$ cat src/rtl/mips_mem_pkg.sv
// Shared definitions for the byte-serial load/store unit: access size
// encodings, FSM state type and small decode helpers.
package mips_mem_pkg;

  localparam logic [1:0] SIZE_BYTE = 2'b00;
  localparam logic [1:0] SIZE_HALF = 2'b01;
  localparam logic [1:0] SIZE_WORD = 2'b10;
  localparam logic [1:0] SIZE_ILL  = 2'b11;

  typedef enum logic [1:0] {
    ST_IDLE   = 2'd0,
    ST_ACCESS = 2'd1,
    ST_RESP   = 2'd2
  } lsu_state_t;

  // Index of the final beat for a legal size (byte 0, half 1, word 3).
  function automatic logic [1:0] last_beat(input logic [1:0] size);
    case (size)
      SIZE_BYTE: last_beat = 2'd0;
      SIZE_HALF: last_beat = 2'd1;
      default:   last_beat = 2'd3;
    endcase
  endfunction

  // Request is rejected without touching memory: illegal size or misaligned.
  function automatic logic req_error(input logic [1:0] size, input logic [1:0] addr_lo);
    case (size)
      SIZE_BYTE: req_error = 1'b0;
      SIZE_HALF: req_error = addr_lo[0];
      SIZE_WORD: req_error = (addr_lo != 2'b00);
      default:   req_error = 1'b1;
    endcase
  endfunction

  // Left-justify store data so the first beat always takes bits [31:24].
  function automatic logic [31:0] store_align(input logic [1:0] size, input logic [31:0] wdata);
    case (size)
      SIZE_BYTE: store_align = {wdata[7:0], 24'h000000};
      SIZE_HALF: store_align = {wdata[15:0], 16'h0000};
      default:   store_align = wdata;
    endcase
  endfunction

endpackage

$ cat src/rtl/load_extend.sv
// Size-based sign/zero extension of an assembled, right-justified load value.
module load_extend
  import mips_mem_pkg::*;
(
  input  logic [31:0] raw_i,
  input  logic [1:0]  size_i,
  input  logic        signed_i,
  output logic [31:0] data_o
);

  // Extend byte/halfword from its top bit when signed, zeros otherwise.
  always_comb begin
    data_o = raw_i;
    case (size_i)
      SIZE_BYTE: data_o = {{24{signed_i & raw_i[7]}}, raw_i[7:0]};
      SIZE_HALF: data_o = {{16{signed_i & raw_i[15]}}, raw_i[15:0]};
      default:   data_o = raw_i;
    endcase
  end

endmodule

$ cat src/rtl/load_store_unit.sv
// Byte-serial load/store unit: turns byte/half/word CPU requests into
// big-endian sequences of single-byte memory accesses, one byte per cycle.
//
// Handshake: a request is taken on a rising edge where req_valid && req_ready;
// req_ready is high only while idle, and all req_* inputs are ignored otherwise.
// Completion is a single-cycle resp_valid pulse; resp_rdata/resp_err stay put
// until the next pulse.
module load_store_unit
  import mips_mem_pkg::*;
#(
  parameter int ADDR_WIDTH = 32
) (
  input  logic                  clk,
  input  logic                  reset,
  input  logic                  req_valid,
  output logic                  req_ready,
  input  logic                  req_write,
  input  logic [1:0]            req_size,
  input  logic                  req_signed,
  input  logic [ADDR_WIDTH-1:0] req_addr,
  input  logic [31:0]           req_wdata,
  output logic                  resp_valid,
  output logic [31:0]           resp_rdata,
  output logic                  resp_err,
  output logic [ADDR_WIDTH-1:0] mem_address,
  output logic [7:0]            mem_data_out,
  input  logic [7:0]            mem_data_in,
  output logic                  mem_read,
  output logic                  mem_write,
  output logic [1:0]            dbg_state_o
);

  localparam logic [ADDR_WIDTH-1:0] ADDR_ONE = {{(ADDR_WIDTH-1){1'b0}}, 1'b1};

  lsu_state_t            state_q;
  logic [1:0]            beat_q;
  logic [1:0]            size_q;
  logic                  write_q;
  logic                  signed_q;
  logic [31:0]           wdata_sh_q;
  logic [31:0]           asm_q;
  logic [31:0]           asm_d;
  logic [31:0]           ext_d;
  logic                  resp_valid_q;
  logic [31:0]           resp_rdata_q;
  logic                  resp_err_q;
  logic [ADDR_WIDTH-1:0] mem_address_q;
  logic [7:0]            mem_data_out_q;
  logic                  mem_read_q;
  logic                  mem_write_q;
  logic [31:0]           store_first;

  // Next assembly value includes the byte arriving at the edge ending this beat.
  assign asm_d       = {asm_q[23:0], mem_data_in};
  assign store_first = store_align(req_size, req_wdata);

  load_extend u_load_extend (
    .raw_i    (asm_d),
    .size_i   (size_q),
    .signed_i (signed_q),
    .data_o   (ext_d)
  );

  // Request FSM with registered memory strobes and response outputs.
  always_ff @(posedge clk) begin
    if (reset) begin
      state_q        <= ST_IDLE;
      beat_q         <= 2'd0;
      size_q         <= SIZE_BYTE;
      write_q        <= 1'b0;
      signed_q       <= 1'b0;
      wdata_sh_q     <= 32'h0;
      asm_q          <= 32'h0;
      resp_valid_q   <= 1'b0;
      resp_rdata_q   <= 32'h0;
      resp_err_q     <= 1'b0;
      mem_address_q  <= '0;
      mem_data_out_q <= 8'h00;
      mem_read_q     <= 1'b0;
      mem_write_q    <= 1'b0;
    end else begin
      resp_valid_q <= 1'b0;
      case (state_q)
        ST_IDLE: begin
          if (req_valid) begin
            size_q   <= req_size;
            write_q  <= req_write;
            signed_q <= req_signed;
            beat_q   <= 2'd0;
            asm_q    <= 32'h0;
            if (req_error(req_size, req_addr[1:0])) begin
              state_q      <= ST_RESP;
              resp_valid_q <= 1'b1;
              resp_err_q   <= 1'b1;
              resp_rdata_q <= 32'h0;
            end else begin
              state_q        <= ST_ACCESS;
              mem_address_q  <= req_addr;
              mem_read_q     <= ~req_write;
              mem_write_q    <= req_write;
              mem_data_out_q <= req_write ? store_first[31:24] : 8'h00;
              wdata_sh_q     <= req_write ? {store_first[23:0], 8'h00} : 32'h0;
            end
          end
        end
        ST_ACCESS: begin
          asm_q  <= asm_d;
          beat_q <= beat_q + 2'd1;
          if (beat_q == last_beat(size_q)) begin
            state_q        <= ST_RESP;
            mem_read_q     <= 1'b0;
            mem_write_q    <= 1'b0;
            mem_data_out_q <= 8'h00;
            resp_valid_q   <= 1'b1;
            resp_err_q     <= 1'b0;
            resp_rdata_q   <= write_q ? 32'h0 : ext_d;
          end else begin
            mem_address_q  <= mem_address_q + ADDR_ONE;
            mem_data_out_q <= wdata_sh_q[31:24];
            wdata_sh_q     <= {wdata_sh_q[23:0], 8'h00};
          end
        end
        ST_RESP: state_q <= ST_IDLE;
        default: state_q <= ST_IDLE;
      endcase
    end
  end

  assign req_ready    = (state_q == ST_IDLE);
  assign resp_valid   = resp_valid_q;
  assign resp_rdata   = resp_rdata_q;
  assign resp_err     = resp_err_q;
  assign mem_address  = mem_address_q;
  assign mem_data_out = mem_data_out_q;
  assign mem_read     = mem_read_q;
  assign mem_write    = mem_write_q;
  assign dbg_state_o  = state_q;

endmodule

$ cat config.mk
export PLATFORM = sky130hd
export DESIGN_NAME = load_store_unit
export DESIGN_NICKNAME = d
export VERILOG_FILES = /design/src/rtl/mips_mem_pkg.sv /design/src/rtl/load_extend.sv /design/src/rtl/load_store_unit.sv
export SDC_FILE = /design/constraint.sdc
export NUM_CORES = 1
export LEC_CHECK = 0
export BUFFER_PORTS_ARGS = -buffer_cell sky130_fd_sc_hd__buf_2
export CAP_MARGIN = 10
export CORE_ASPECT_RATIO = 2
export CORE_UTILIZATION = 53
export CTS_CLUSTER_SIZE = 40
export DETAILED_ROUTE_END_ITERATION = 7
export HOLD_SLACK_MARGIN = 0.08
export MAX_ROUTING_LAYER = met4
export PLACE_DENSITY_LB_ADDON = 0.25
export SLEW_MARGIN = 20
export SYNTH_ARGS = -nofsm -noshare
export SYNTH_HDL_FRONTEND = slang
export SYNTH_SLANG_ARGS = --single-unit
$ cat constraint.sdc
create_clock -name clk -period 2.55 [get_ports clk]
set_input_delay 0.51 -clock clk [delete_from_list [all_inputs] [get_ports clk]]
set_output_delay 0.51 -clock clk [all_outputs]
set_load 0.005 [all_outputs]
# --- Yosys cells after proc, flatten, opt, wreduce, memory -nomap -nowiden ---
# Cells that the tools add are included.
word_totals:
  reg_bits: 140
  out_inout_bits: 79
  wordCells: 91
op_classes:
  add_sub_neg: 2
  n_eq_ne: 10
  muxes: 50
  bitwise: 3
  n_reduce_logical: 12
op_table:
  columns: ["cell", "count"]
  rows:
  - ["$mux W32", 11]
  - ["$pmux W32 S2", 5]
  - ["$pmux W24 S2", 1]
  - ["$add A32 B1 Y32 const B", 1]
  - ["$mux W8", 4]
  - ["$mux W24", 1]
  - ["$pmux W8 S2", 1]
  - ["$mux W1", 13]
  - ["$mux W2", 6]
  - ["$pmux W2 S2", 3]
  - ["$reduce_and A4 Y1", 3]
  - ["$ne A2 B2 Y1 const B", 4]
  - ["$pmux W1 S2", 4]
  - ["$eq A2 B1 Y1 const B", 3]
  - ["$logic_not A2 Y1", 3]
  - ["$reduce_and A2 Y1", 3]
  - ["$reduce_bool A2 Y1", 2]
  - ["$pmux W1 S3", 1]
  - ["$reduce_and A3 Y1", 1]
  - ["$add A2 B1 Y2 const B", 1]
  - ["$and A1 B1 Y1", 2]
  - ["$eq A2 B2 Y1", 1]
  - ["$eq A2 B2 Y1 const B", 1]
  - ["$ne A2 B1 Y1 const B", 1]
  - ["$not A1 Y1", 1]

# --- Depth between registers and ports, before layout ---
# Gate-level depths: netlist (run 1).
logic_depth:
  ltp_word: 8
  mapped_depth: 8
  ltp_nobuf: 6

# --- Hierarchy ---
# From an unflattened synthesis (run 1), not the netlist that was laid out.
unflattened:
  hier_cells: 760
  hier_area_um2: 6323.6
by_module_without_submodules:
  columns: ["mod", "n_inst", "cells_per_inst", "area_each_um2", "seq_area_each_um2"]
  rows:
  - ["load_store_unit", 1, 694, 5938.2, 2642.5]
  - ["load_extend", 1, 66, 385.4, 0.0]

# --- Worst setup path after synthesis (run 1) ---
# No wires, ideal clock.
synth_timing:
  kind: "input to register"
  from: "input port req_size[0]"
  to: "register wdata_sh_q[22]"
  arrival_time_ns: 1.899
  t_required_ns: 2.418
  path_slack_ns: 0.520
  stages: 7
  path_buffers: 2
  cell_sequence: "or3_1 -> a21boi_2 -> nor2_1 -> buf_2 -> clkbuf_1 -> a221oi_1 -> nor3_1"
synth_via:
  elab_chain_cells: 7
synth_rtl:
  columns: ["element", "line_no", "source"]
  rows:
  - ["start, declared", "load_store_unit.sv:18", "input logic [1:0] req_size,"]
  - ["$eq A2 B2 Y1 (tied with other cells)", "mips_mem_pkg.sv:27", "case (size)"]
  - ["$pmux W1 S3", "mips_mem_pkg.sv:27", null]
  - ["$mux W1", "load_store_unit.sv:85", "if (req_valid) begin"]
  - ["$mux W1", "load_store_unit.sv:83", "case (state_q)"]
  - ["$mux W1", "load_store_unit.sv:66", "if (reset) begin"]
  - ["$ne A2 B2 Y1 (no source line)", null, null]
  - ["$reduce_and A4 Y1 (no source line)", null, null]
  - ["end signal, assigned", "load_store_unit.sv:102", "wdata_sh_q <= req_write ? {store_first[23:0], 8'h00} : 32'h0;"]
  - ["end signal, assigned", "load_store_unit.sv:120", "wdata_sh_q <= {wdata_sh_q[23:0], 8'h00};"]
  - ["end, declared", "load_store_unit.sv:40", "logic [31:0] wdata_sh_q;"]
# Parallel ways exist; a longest one is shown, timed or not. The select of a mux whose other input is x is not followed.
# A chain may end at the register's enable or synchronous reset.

# --- Worst setup path after layout (run 1) ---
layout_timing:
  from: "register state_q[0] (netlist: dbg_state_o[0])"
  to: "register mem_address_q[11] (netlist: mem_address[11])"
layout_via:
  elab_chain_cells: 3
layout_rtl:
  columns: ["element", "line_no", "source"]
  rows:
  - ["start, declared", "load_store_unit.sv:35", "lsu_state_t state_q;"]
  - ["start signal, assigned", "load_store_unit.sv:67", "state_q <= ST_IDLE;"]
  - ["start signal, assigned", "load_store_unit.sv:92", "state_q <= ST_RESP;"]
  - ["start signal, assigned", "load_store_unit.sv:97", "state_q <= ST_ACCESS;"]
  - ["$eq A2 B1 Y1 / $logic_not A2 Y1 (equally long branches)", "load_store_unit.sv:83", null]
  - ["$ne A2 B2 Y1 (no source line) / $reduce_bool A2 Y1 (equally long branches)", null, null]
  - ["$reduce_and A4 Y1 (no source line)", null, null]
  - ["end signal, assigned", "load_store_unit.sv:98", "mem_address_q <= req_addr;"]
  - ["end signal, assigned", "load_store_unit.sv:118", "mem_address_q <= mem_address_q + ADDR_ONE;"]
  - ["end, declared", "load_store_unit.sv:47", "logic [ADDR_WIDTH-1:0] mem_address_q;"]
# Parallel ways exist; a longest one is shown, timed or not.

==> run_results.csv, run 1 <==
group,metric,value,unit
detailed_routing,totalWireLength,18430,µm
placement,place.gp.congestion,0.8604,
critical_path,critPathSlowestCell,"nor4_2",
min_path,holdCritPathClass,"input port to flip-flop",
finish,final_cell_area,7735,µm²
logic_synthesis,ys_types,56,
clock_network,htreeDepth,4,
detailed_routing,drt_iter0_markers,399,
logic_synthesis,synth.yosys.seq_area_share,42.87,%
sta,maxSlewViolCount,0,
clock_network,ctsHoldBuffers,0,
placement,port_buffers,157,
sta,setup_tns,0,ps
logic_synthesis,synth_edf_count,0,
clock_network,clkSinkCount,132,
pwr,power.density,708.2,nW/µm²
grt,grt_pass1_vias,6103,
clock_network,clk_latency,420,ps
finish,final_common_cell,"buf_2",
finish,layout.nets,987,
finish,finalNonFillerCells,1063,
flow_run,cap_violations,0,
grt,antenna_found_initial,1,
clock_network,cts.path.max_buffers,2,
sta,max_slew_margin,26.14,%
sta,setup_viol,0,
critical_path,cp.arrival,2670,ps
sta,period_needed,2342,ps
sta,worst_pin_slew,1107,ps
grt,gr-total-overflow,0,
logic_synthesis,syn_area,6165,µm²
finish,final_cell_mix,"buf_2, dfxtp_1, nand2_1",
critical_path,crit_chain,"nand2b_2 -> nor4_2 -> buf_4 -> or2_2 -> buf_4 -> a21oi_1 -> a211oi_1",
placement,placed_cells,1028,
placement,place_area,7096,µm²
floorplan,die_w,78.26,µm
logic_synthesis,synth_top_flop_cell,"dfxtp_1",
logic_synthesis,avgSynthCellArea,7.965,µm²
floorplan,die_height,154.5,µm
logic_synthesis,synthArstFlopShare,0,%
sta,hold_viol,0,
outcome,outcome,"complete, no violations",
clock_network,cts-root-buf,"clkbuf_16",
sta,clock.fmax,426.9,MHz
clock_network,cts_tree,"built",
critical_path,endpoint_kind,"flip-flop",
logic_synthesis,synthCells,774,
detailed_routing,vias,6489,
clock_network,clkTransAtPathRegs,60,ps
finish,n_fill_cell,945,
critical_path,crit_type,"flip-flop to flip-flop",
critical_path,start_kind,"flip-flop",
finish,area_delta_synth_final,25.47,%
critical_path,required,2870,ps
logic_synthesis,yosys_warnings,0,
pwr,peakVddDrop,532.7,µV
detailed_routing,wire_per_inst,17.34,µm
detailed_routing,detail_route.first_pass.iterations,6,
detailed_routing,vias_per_cell,6.104,
logic_synthesis,syn-num-nets,854,
clock_network,cts_made_buffers,17,
grt,grt_max_degree,72,
sta,rsz0062_at_grt,"no",
placement,dp_hpwl,12640,µm
sta,holdWs,345.3,ps
floorplan,rows,55,
finish,drive_gt1_share,25.54,%
pwr,power,5.478,mW
critical_path,crit_top_cell,"buf_4",
detailed_routing,ant_nets,0,
floorplan,io_pins,158,
floorplan,dieArea,12090,µm²
finish,multi_input_area,3258,µm²
detailed_routing,drc,0,
sta,post-route-period-util,91.86,%
grt,grt_pass1_wl,29350,µm
grt,grtUsageTotal,31.48,%
sta,final.setup_skew,12.55,ps
floorplan,coreArea,11290,µm²
floorplan,start_util,54.62,%
finish,ff_latch_area,2643,µm²
clock_network,post_cts_resized,0,
critical_path,worstPathMaxFanout,17,
logic_synthesis,ys_ff_latch,132,
critical_path,critPathMaxStageDelay,550,ps
pwr,p_leak,3.199,nW
[worst paths after layout]
| kind | from | to | slack, ps | depth (start not counted) |
|---|---|---|---|---|
| setup / recovery | dbg_state_o[0]$_SDFFE_PP0P_ | mem_address[11]$_SDFFE_PP0P_ | 210 | 7 |
| hold / removal | mem_data_in[1] | resp_rdata[1]$_SDFFE_PP0P_ | 350 | 3 |
| setup reg to reg | dbg_state_o[0]$_SDFFE_PP0P_ | mem_address[11]$_SDFFE_PP0P_ | 210 | 7 |
| hold reg to reg | wdata_sh_q[14]$_SDFFE_PP0P_ | wdata_sh_q[14]$_SDFFE_PP0P_ | 450 | 2 |
[through the flow]
stage / setup WS, ps / util [%]
detailed placement: -77.97 / 62.87
CTS: 184.8 / 68.27
finish: 207.6 / 68.54
global placement: 100.0 / 62.87
global route: 22.47 / 68.54
floorplan: 519.6 / -
[per-layer routing]
| layer | share of wire, % | wire [µm] | vias to the layer above | track usage (%) |
|---|---|---|---|---|
| li1 | - | - | 3085 | - |
| met1 | 37 | 6832 | 3041 | 33.05 |
| met2 | 53 | 9689 | 300 | 53.88 |
| met3 | 5.7 | 1043 | 63 | 6.018 |
| met4 | 4.7 | 867 | 0 | 18.52 |
| met5 | 0 | 0 | - | - |
[logic make-up (layout without fill, tap and decap cells)]
family / after synthesis / after routing / synth area share, %
AO/OA/AOI/OAI: 239 / 239 / 25.17
multiplexers: 13 / 13 / 2.131
flip-flops: 132 / 132 / 42.87
adder cells (fa/ha/maj): 1 / 1 / 0.2029
other: 0 / 1 / 0
buffers and inverters: 77 / 222 / 5.034
AND/OR/NAND/NOR: 312 / 313 / 24.60
[repair_timing]
| action | in CTS | in global routing |
|---|---|---|
| setup buffers | 0 | 0 |
| endpoints found under the setup margin | 1 | 0 |
| endpoints found under the hold margin | 0 | 0 |
[synthesized netlist by cell type (all sizes together) (4+ instances only)]
cell	count	area [µm²]
or3	7	43.79
a211oi	24	180.2
nor2	81	304.0
a21o	6	45.04
a31oi	13	87.58
o21ai	75	375.4
nand2	89	334.1
a21oi	40	200.2
nor4	5	58.80
buf	24	111.4
nor3	16	80.08
and2	5	31.28
a222oi	8	80.08
a221oi	8	70.07
nand2b	18	112.6
and3	9	56.30
and4	7	61.31
nand3	51	255.2
dfxtp	132	2643
clkbuf	49	183.9
a22oi	34	255.2
o31ai	5	37.54
nand4	12	90.09
o22ai	4	25.02
mux2i	12	120.1
[critical path, delay by kind of cell (launching register included)]
family / cells / cell delay [ps]
and+or+nand+nor: 3 / 890
buffers and inverters: 2 / 550
DFF: 1 / 480
AOI/OAI and AO/OA: 2 / 330
[final cells by class]
class,count,share of cell area [%]
multi-input cells,566,42.12
flip-flops and latches,132,34.16
repair buffers,186,13.39
clock buffers,20,5.775
well taps,142,2.297
clock inverters,12,2.022
inverters,4,0.1941
diodes,1,0.03235
[where the power goes]
group | total (mW) | internal (mW) | switching, mW
Sequential | 2.27 | 2.17 | 0.102
Clock | 2.48 | 1.56 | 0.919
Combinational | 0.727 | 0.296 | 0.431
Total | 5.48 | 4.03 | 1.45
[registers in the layout, summed over array words and instances (netlist names)]
signal,count
asm_q,24
beat_q,2
dbg_state_o,2
mem_address,32
mem_data_out,8
mem_read,1
mem_write,1
resp_err,1
resp_rdata,32
resp_valid,1
signed_q,1
size_q,2
wdata_sh_q,24
write_q,1
Power figures use the tool's default switching activity.
==> run 2, diff against run 1 <==
Settings changed: CORE_MARGIN set to 2, GPL_ROUTABILITY_DRIVEN set to 0, MAX_ROUTING_LAYER met4 to unset.
==> run 2 against run 1 <==
Compared with the run above:
- routed wire length shrank 2.2%
- global-route usage decreased by 3.1 points
- sequential power barely moved
- power grew 3.7%
- hold slack worse by 12 ps
- register-to-register slack got worse by 20 ps
- final area grew 0.34%
- sequential share of layout area fell by 0.12 points
- critical path depth grew 1
- first-iteration DRC count grew 5.0%
- via count shrank 0.48%
- non-clock buffer count decreased by 5
- critical endpoint is now mem_address[29]$_SDFFE_PP0P_
- largest cell class unchanged
- largest power group unchanged
- highest routed layer unchanged
==> run_results.csv, run 2 (synthesis results as in run 1) <==
group,metric,value,unit
floorplan,coreArea,11350,µm²
pwr,peakVddDrop,546.0,µV
floorplan,start_util,54.29,%
sta,worst_pin_slew,1093,ps
critical_path,worstPathMaxFanout,28,
grt,grt_max_degree,92,
sta,final.setup_skew,9.360,ps
placement,placed_cells,1023,
min_path,whs_endpoint,"signed_q$_SDFFE_PP0P_",
clock_network,cts_made_buffers,17,
pwr,p_leak,3.196,nW
sta,finalWorstSetupSlack,189.1,ps
critical_path,required,2880,ps
clock_network,post_cts_buffers,0,
finish,finalNonFillerCells,1057,
clock_network,cts_tree,"built",
grt,grtUsageTotal,28.37,%
finish,diodes,0,
critical_path,crit_chain,"buf_4 -> and3_1 -> nor3_1 -> buf_4 -> nand4_1 -> buf_4 -> or3_1 -> a31oi_1",
critical_path,endpoint_kind,"flip-flop",
min_path,whs_path_depth,3,
detailed_routing,vias,6458,
critical_path,ff2ff_path_depth,8,
critical_path,critPathMaxStageDelay,450,ps
grt,antenna_found_initial,0,
sta,max_slew_margin,27.01,%
critical_path,cp.arrival,2690,ps
critical_path,start_kind,"flip-flop",
min_path,min_from,"req_signed",
floorplan,die_w,80.26,µm
outcome,outcome,"complete, no violations",
finish,drive_gt1_share,25.14,%
detailed_routing,drt_iter0_markers,419,
placement,dp_hpwl,12570,µm
sta,rsz0062_at_grt,"yes",
detailed_routing,wire_per_inst,17.06,µm
clock_network,cts.path.max_buffers,2,
flow_run,cap_violations,0,
clock_network,clkTransAtPathRegs,60,ps
grt,grt_pass1_wl,28240,µm
clock_network,clkSinkCount,132,
floorplan,io_pins,158,
clock_network,ctsHoldBuffers,0,
min_path,holdCritPathClass,"input port to flip-flop",
finish,final_cell_mix,"buf_2, dfxtp_1, nand2_1",
detailed_routing,drc,0,
critical_path,r2r_start,"size_q[1]$_SDFFE_PP0P_",
critical_path,crit_type,"flip-flop to flip-flop",
finish,area_delta_synth_final,25.90,%
sta,period_needed,2361,ps
placement,place_area,7067,µm²
pwr,power.density,732.1,nW/µm²
detailed_routing,detail_route.first_pass.iterations,7,
placement,dp_slack,4.357,ps
clock_network,htreeDepth,4,
detailed_routing,vias_per_cell,6.110,
finish,layout.nets,982,
critical_path,critPathSlowestCell,"nor3_1",
floorplan,die_height,156.5,µm
grt,grt_pass1_vias,6072,
sta,post-route-period-util,92.58,%
floorplan,dieArea,12560,µm²
critical_path,rrSetupSlack,190,ps
clock_network,cts-root-buf,"clkbuf_16",
finish,final_cell_area,7761,µm²
floorplan,rows,55,
finish,final_common_cell,"buf_2",
sta,hold_viol,0,
detailed_routing,totalWireLength,18030,µm
critical_path,worst_r2r_endpoint,"mem_address[29]$_SDFFE_PP0P_",
critical_path,crit_top_cell,"buf_4",
grt,gr-total-overflow,0,
sta,maxSlewViolCount,0,
detailed_routing,ant_nets,0,
clock_network,clk_latency,420,ps
sta,clock.fmax,423.6,MHz
sta,setup_viol,0,
placement,port_buffers,157,
==> run 2: worst max-delay path by stage <==
stage                           startpoint                      endpoint  slack [ps]  cells past startpoint
floorplan                      req_size[0]   wdata_sh_q[22]$_SDFFE_PP0P_         520                      7
global placement                 req_valid  mem_address[19]$_SDFFE_PP0P_         100                      6
detailed placement               req_valid  mem_address[19]$_SDFFE_PP0P_           4                      6
CTS                 beat_q[0]$_SDFFE_PP0P_  mem_address[19]$_SDFFE_PP0P_          40                      5
global route        beat_q[0]$_SDFFE_PP0P_  mem_address[19]$_SDFFE_PP0P_         -70                      5
finish              size_q[1]$_SDFFE_PP0P_  mem_address[29]$_SDFFE_PP0P_         190                      8
==> run 2: what timing repair did <==
item,CTS,global route
endpoints found under the setup margin,0,4
gates resized for setup,0,1
hold endpoints to repair,0,0
==> run 2: power breakdown <==
| group | leakage, nW | internal, mW | switching (mW) |
|---|---|---|---|
| clock | 0.320 | 1.79 | 0.908 |
| sequential | 1.07 | 2.17 | 0.102 |
| combinational | 1.80 | 0.290 | 0.428 |
| total | 3.20 | 4.24 | 1.44 |
==> run 2: through the flow <==
step	TNS (ps)	hold slack (ps)	util, %	total power [mW]
2_1_floorplan	0	432.0	-	2.717
5_1_grt	-68.31	338.1	68.35	5.883
6_report	0	333.4	68.35	5.682
4_1_cts	0	326.3	68.04	5.689
3_3_place_gp	0	438.2	62.24	2.978
3_5_place_dp	0	444.1	62.24	3.005
==> run 2: critical path: cells and delay by family (launching register included) <==
family | cells | cell delay (ps)
AO/OA/AOI/OAI | 1 | 170
buffers and inverters | 3 | 640
flip-flops | 1 | 330
AND/OR/NAND/NOR | 4 | 1140
==> run 2: layer usage <==
metal	track usage [%]	part of all wire (%)	up-vias
met5	0	0	-
met4	15.58	4.1	0
met3	5.709	5.7	59
met2	50.87	53	270
met1	30.19	37	3034
li1	-	-	3095
==> run 2: area by class of cell <==
cell class / instances / area, µm²
Clock buffer: 20 / 456.7
Clock inverter: 12 / 202.7
Fill cell: 961 / 3593
Inverter: 4 / 15.01
Multi-Input combinational cell: 566 / 3263
Sequential cell: 132 / 2643
Tap cell: 142 / 177.7
Timing Repair Buffer: 181 / 1003
